$ cat src/rtl/fetch_pair_buffer.sv
// Dual-issue instruction buffer: 0-2 {pc,instr} in, two oldest entries presented as A/B, 0-2 taken per cycle.
// Latency 1 cycle enqueue->dequeue (no bypass); enq_ready drops when fewer than two slots are free.
module fetch_pair_buffer #(
    parameter int DEPTH = 8
) (
    input  logic                     clk,
    input  logic                     rst_n,
    input  logic                     flush,
    input  logic                     enq_vld_a,
    input  logic [31:0]              enq_pc_a,
    input  logic [31:0]              enq_instr_a,
    input  logic                     enq_vld_b,
    input  logic [31:0]              enq_pc_b,
    input  logic [31:0]              enq_instr_b,
    output logic                     enq_ready,
    output logic                     deq_vld_a,
    output logic [31:0]              deq_pc_a,
    output logic [31:0]              deq_instr_a,
    output logic                     deq_vld_b,
    output logic [31:0]              deq_pc_b,
    output logic [31:0]              deq_instr_b,
    input  logic [1:0]               deq_take,
    output logic [$clog2(DEPTH):0]   count,
    output logic                     take_err
);

    localparam int PW = $clog2(DEPTH);
    localparam int CW = PW + 1;

    typedef logic [PW-1:0] ptr_t;
    typedef logic [CW-1:0] cnt_t;

    typedef struct packed {
        logic [31:0] pc;
        logic [31:0] instr;
    } slot_t;

    slot_t mem_q [DEPTH];

    ptr_t  rd_ptr_q, rd_ptr_d;
    ptr_t  wr_ptr_q, wr_ptr_d;
    cnt_t  count_q, count_d;
    logic  take_err_q, take_err_d;

    ptr_t  rd_ptr_p1;
    ptr_t  wr_ptr_p1;
    logic  enq_fire;
    logic [1:0] n_in_raw;
    logic [1:0] take_clamp;
    cnt_t  n_in;
    cnt_t  take_req;
    cnt_t  n_out;
    logic  wr0_en;
    logic  wr1_en;
    slot_t wr0_dat;
    slot_t wr1_dat;
    slot_t rd_slot_a;
    slot_t rd_slot_b;

    always_comb begin
        rd_ptr_p1  = rd_ptr_q + ptr_t'(1);
        wr_ptr_p1  = wr_ptr_q + ptr_t'(1);

        // Readiness comes from registered occupancy only; a same-cycle take never frees room.
        enq_ready  = (count_q <= cnt_t'(DEPTH - 2));
        enq_fire   = enq_ready && !flush;

        n_in_raw   = {1'b0, enq_vld_a} + {1'b0, enq_vld_b};
        n_in       = enq_fire ? cnt_t'(n_in_raw) : '0;

        take_clamp = (deq_take == 2'd3) ? 2'd2 : deq_take;
        take_req   = cnt_t'(take_clamp);
        n_out      = (take_req > count_q) ? count_q : take_req;

        // A lone B slot is compacted into the head write position.
        wr0_en     = enq_fire && (enq_vld_a || enq_vld_b);
        wr1_en     = enq_fire && enq_vld_a && enq_vld_b;
        wr0_dat    = enq_vld_a ? slot_t'{pc: enq_pc_a, instr: enq_instr_a}
                               : slot_t'{pc: enq_pc_b, instr: enq_instr_b};
        wr1_dat    = slot_t'{pc: enq_pc_b, instr: enq_instr_b};

        rd_ptr_d   = rd_ptr_q + ptr_t'(n_out);
        wr_ptr_d   = wr_ptr_q + ptr_t'(n_in);
        count_d    = count_q + n_in - n_out;
        take_err_d = (take_req > count_q);

        if (flush) begin
            rd_ptr_d   = '0;
            wr_ptr_d   = '0;
            count_d    = '0;
            take_err_d = 1'b0;
        end
    end

    always_ff @(posedge clk or negedge rst_n) begin
        if (!rst_n) begin
            rd_ptr_q   <= '0;
            wr_ptr_q   <= '0;
            count_q    <= '0;
            take_err_q <= 1'b0;
        end else begin
            rd_ptr_q   <= rd_ptr_d;
            wr_ptr_q   <= wr_ptr_d;
            count_q    <= count_d;
            take_err_q <= take_err_d;
        end
    end

    always_ff @(posedge clk) begin
        if (wr0_en) begin
            mem_q[wr_ptr_q] <= wr0_dat;
        end
        if (wr1_en) begin
            mem_q[wr_ptr_p1] <= wr1_dat;
        end
    end

    always_comb begin
        rd_slot_a   = mem_q[rd_ptr_q];
        rd_slot_b   = mem_q[rd_ptr_p1];

        deq_vld_a   = (count_q >= cnt_t'(1));
        deq_vld_b   = (count_q >= cnt_t'(2));
        deq_pc_a    = deq_vld_a ? rd_slot_a.pc    : 32'h0;
        deq_instr_a = deq_vld_a ? rd_slot_a.instr : 32'h0;
        deq_pc_b    = deq_vld_b ? rd_slot_b.pc    : 32'h0;
        deq_instr_b = deq_vld_b ? rd_slot_b.instr : 32'h0;

        count       = count_q;
        take_err    = take_err_q;
    end

endmodule
$ cat config.mk
export PLATFORM = sky130hd
export DESIGN_NAME = fetch_pair_buffer
export DESIGN_NICKNAME = d
export VERILOG_FILES = /design/src/rtl/fetch_pair_buffer.sv
export SDC_FILE = /design/constraint.sdc
export NUM_CORES = 1
export LEC_CHECK = 0
export CORE_MARGIN = 10
export CORE_UTILIZATION = 58
export CTS_BUF_LIST = sky130_fd_sc_hd__clkbuf_4 sky130_fd_sc_hd__clkbuf_8
export DETAILED_ROUTE_END_ITERATION = 6
export HOLD_SLACK_MARGIN = 0.08
export MAX_ROUTING_LAYER = met4
export PLACE_DENSITY = 0.85
export RECOVER_POWER = 100
export SKIP_LAST_GASP = 1
export SLEW_MARGIN = 20
export SYNTH_ARGS = -nofsm -noshare
export SYNTH_HDL_FRONTEND = slang
export SYNTH_SLANG_ARGS = --single-unit
$ cat constraint.sdc
create_clock -name clk -period 9.36 [get_ports clk]
set_input_delay 1.872 -clock clk [delete_from_list [all_inputs] [get_ports clk]]
set_output_delay 1.872 -clock clk [all_outputs]
set_load 0.02 [all_outputs]
==> impl_metrics.yaml <==
floorplan:
  ios: 271
  die_h_um: 254
  dieWidth_um: 254
  initial_utilization_pct: 58.8
  row_count: 85
  core_area_sq_mm: 0.0540
  die-area_sq_mm: 0.0645
power_and_ir_drop:
  vdd_drop_max_uv: 301
  leakage_uw: 0.0124
  power.density_mw_per_mm2: 283
grt:
  grt_pass1_vias: 23600
  track_usage_pct: 30.6
  antenna_found_initial: 7
  grt_overflow_total: 0
  grt_max_degree: 82
  grt_pass1_wl_um: 145000
sta:
  hold_viol: 0
  grt_setup_unrepaired: "no"
  layout_min_cycle_time_ns: 8.41
  setup_viol: 0
  hold_ws_ns: 0.791
  worstMarginPinSlew_ns: 4.13
  slew_headroom_pct: -175
  worst_slack_ns: 0.951
  finalCritPeriodShare_pct: 89.8
  fin_skew_ns: 0.0311
  fmax_ghz: 0.119
  finalSetupTns_ns: 0
  drv_slew: 1134
synth:
  async_flop_share_pct: 2.10
  yosysWarnings: 0
  synth-main-ff-cell: "edfxtp_1"
  synth_nets: 2462
  post-synth-top-area-cell: "edfxtp_1"
  synthSimpleGateAreaFrac_pct: 3.19
  synth_fa_ha_area_share_pct: 0.843
  netlist_instances: 2308
  synth_area_leaders: "edfxtp_1 (48%), mux2_2 (25%), mux2i_1 (10%), a2111oi_0 (1.8%), a221oi_1 (1.8%)"
  synthXorXnorAreaFrac_pct: 0.217
  synth-compound-area-share_pct: 8.21
  netlist.area_leader.share_pct: 48.4
  ys_ff_latch: 523
  ys_types: 40
  ys_seq_area_share_pct: 49.3
  synth_top_family_by_area: "multiplexers"
  muxShareOfSynthArea_pct: 35.1
  synth_edf_count: 512
  syn_area_sq_mm: 0.0318
  synth.avg_cell_area_sq_um: 13.8
placed_design:
  gp_congestion: 0.858
  pre_cts_slack_ns: 2.59
  dpl.hpwl_um: 55100
  io_buffers: 270
  dpl_cell_area_sq_mm: 0.0349
critical_path:
  cp.required_ns: 7.49
  crit_type: "flop to output pin"
  critPathLaunchType: "flop"
  cp.arrival_ns: 6.54
  cp_max_fo: 36
  end_kind: "output pin"
route:
  viasPerCell: 6.92
  drt-initial-drc-count: 2729
  wl_met2_um: 47600
  wl_met3_um: 10400
  postRouteAntennaNets: 0
  drt_wl_total_um: 98900
  highest_layer: "met4"
  wl_met1_um: 36500
  firstDrtPassIters: 5
  vias: 22800
  drc: 0
  wl_per_cell_um: 30.0
cts:
  clk_pin_slew_ns: 0.06
  cts_hold_buf: 0
  cts_max_path_buffers: 3
  cts_root_buf: "clkbuf_8"
  htreeDepth: 3
  insertion_delay_ns: 0.70
  cts_tree: "done"
  clock_sinks: 523
  post-cts-setup-buffers: 0
  cts_resized: 0
  cts_made_buffers: 90
hold_path:
  hold_class: "flop to flop"
run:
  drv_cap: 36
layout:
  final_common_cell: "mux2_2"
  area_growth_pct: 14.6
  n_fill_cell: 3777
  nets: 2671
  design_area_sq_mm: 0.0364
  drive_gt1_share_pct: 34.0
  mostFrequentLayoutCells: "mux2_2 (692), edfxtp_1 (512), mux2i_1 (321)"
outcome:
  outcome: "finished, violations left"
  violations: "capacitance limit, slew limit"
## sequential cells by signal, summed over array words and instances, names as in the netlist
register and flops:
count 4, mem_q 512, rd_ptr_q 3, take_err 1, wr_ptr_q 3
## layout make-up
class	instances	area (sq um)	share of cell area, %
Timing Repair Buffer	315	2970	8.17
Multi-Input combinational cell	1577	15100	41.5
Clock buffer	122	1520	4.16
Clock inverter	42	253	0.694
Antenna cell	7	17.5	0.0481
Sequential cell	523	15700	43.0
Tap cell	696	871	2.39
Inverter	10	37.5	0.103
## logic make-up after synthesis
group                      count (synthesis)
AOI/OAI and AO/OA                        339
adders and majority gates                 19
muxes                                   1025
and+or+nand+nor                          187
DFF                                      523
xor gates and xnor gates                   7
buffers and inverters                    208
## worst max-delay path: stages (launching register included)
cell,delay [ns]
dfrtp_1,0.42
inv_1,0.14
ha_1,0.21
o21ai_0,0.09
nand2_1,1.21
clkbuf_1,2.14
nand2_1,0.19
a221oi_1,0.63
dlygate4sd3_1,0.79
## stage by stage
step / utilization, % / total power, uW / instances
5_1_grt: 67.4 / 10600 / 3292
2_1_floorplan: - / 6140 / 2308
3_5_place_dp: 64.5 / 8290 / 3120
6_report: 67.4 / 10300 / 3292
4_1_cts: 67.8 / 10400 / 3284
3_3_place_gp: 64.5 / 8190 / 3119
## synthesized netlist by cell type, types with 2 or more instances
| library cell | number |
|---|---|
| a2111oi_0 | 64 |
| a211oi_1 | 65 |
| a21oi_1 | 4 |
| a221oi_1 | 64 |
| a22oi_1 | 69 |
| a32oi_1 | 2 |
| and2_1 | 4 |
| and3_1 | 2 |
| buf_1 | 26 |
| buf_2 | 70 |
| buf_4 | 4 |
| buf_6 | 18 |
| clkbuf_1 | 79 |
| dfrtp_1 | 11 |
| edfxtp_1 | 512 |
| fa_1 | 4 |
| ha_1 | 15 |
| inv_1 | 10 |
| mux2_1 | 10 |
| mux2_2 | 694 |
| mux2i_1 | 321 |
| nand2_1 | 71 |
| nand2b_1 | 4 |
| nand3_1 | 2 |
| nand3_2 | 6 |
| nand4_4 | 2 |
| nor2_1 | 15 |
| nor2b_1 | 78 |
| o21ai_0 | 4 |
| o22ai_1 | 64 |
| xnor2_1 | 4 |
| xor2_1 | 2 |
## power by group
part,internal (uW),switching (uW)
Combinational,2150,3190
Clock,1110,964
Sequential,2760,118
Total,6020,4270
## worst paths after layout
path / depth (start not counted) / from / to / slack [ns]
min in group asynchronous: 1 / rst_n / take_err$_DFF_PN0_ / 1.60
max: 8 / count[2]$_DFF_PN0_ / deq_pc_a[26] / 0.95
min: 2 / wr_ptr_q[2]$_DFF_PN0_ / wr_ptr_q[2]$_DFF_PN0_ / 0.79
min reg2reg: 2 / wr_ptr_q[2]$_DFF_PN0_ / wr_ptr_q[2]$_DFF_PN0_ / 0.79
max reg2reg: 8 / count[3]$_DFF_PN0_ / mem_q[3][54]$_DFFE_PP_ / 3.24
max in group asynchronous: 1 / rst_n / rd_ptr_q[1]$_DFF_PN0_ / 7.35
## metal layers
metal / vias up / track usage [%]
li1: 9719 / -
met1: 11200 / 37.0
met2: 1511 / 49.3
met3: 313 / 5.82
met4: 0 / 13.9
met5: - / -
Note: power is estimated with default switching activity, not from simulation.
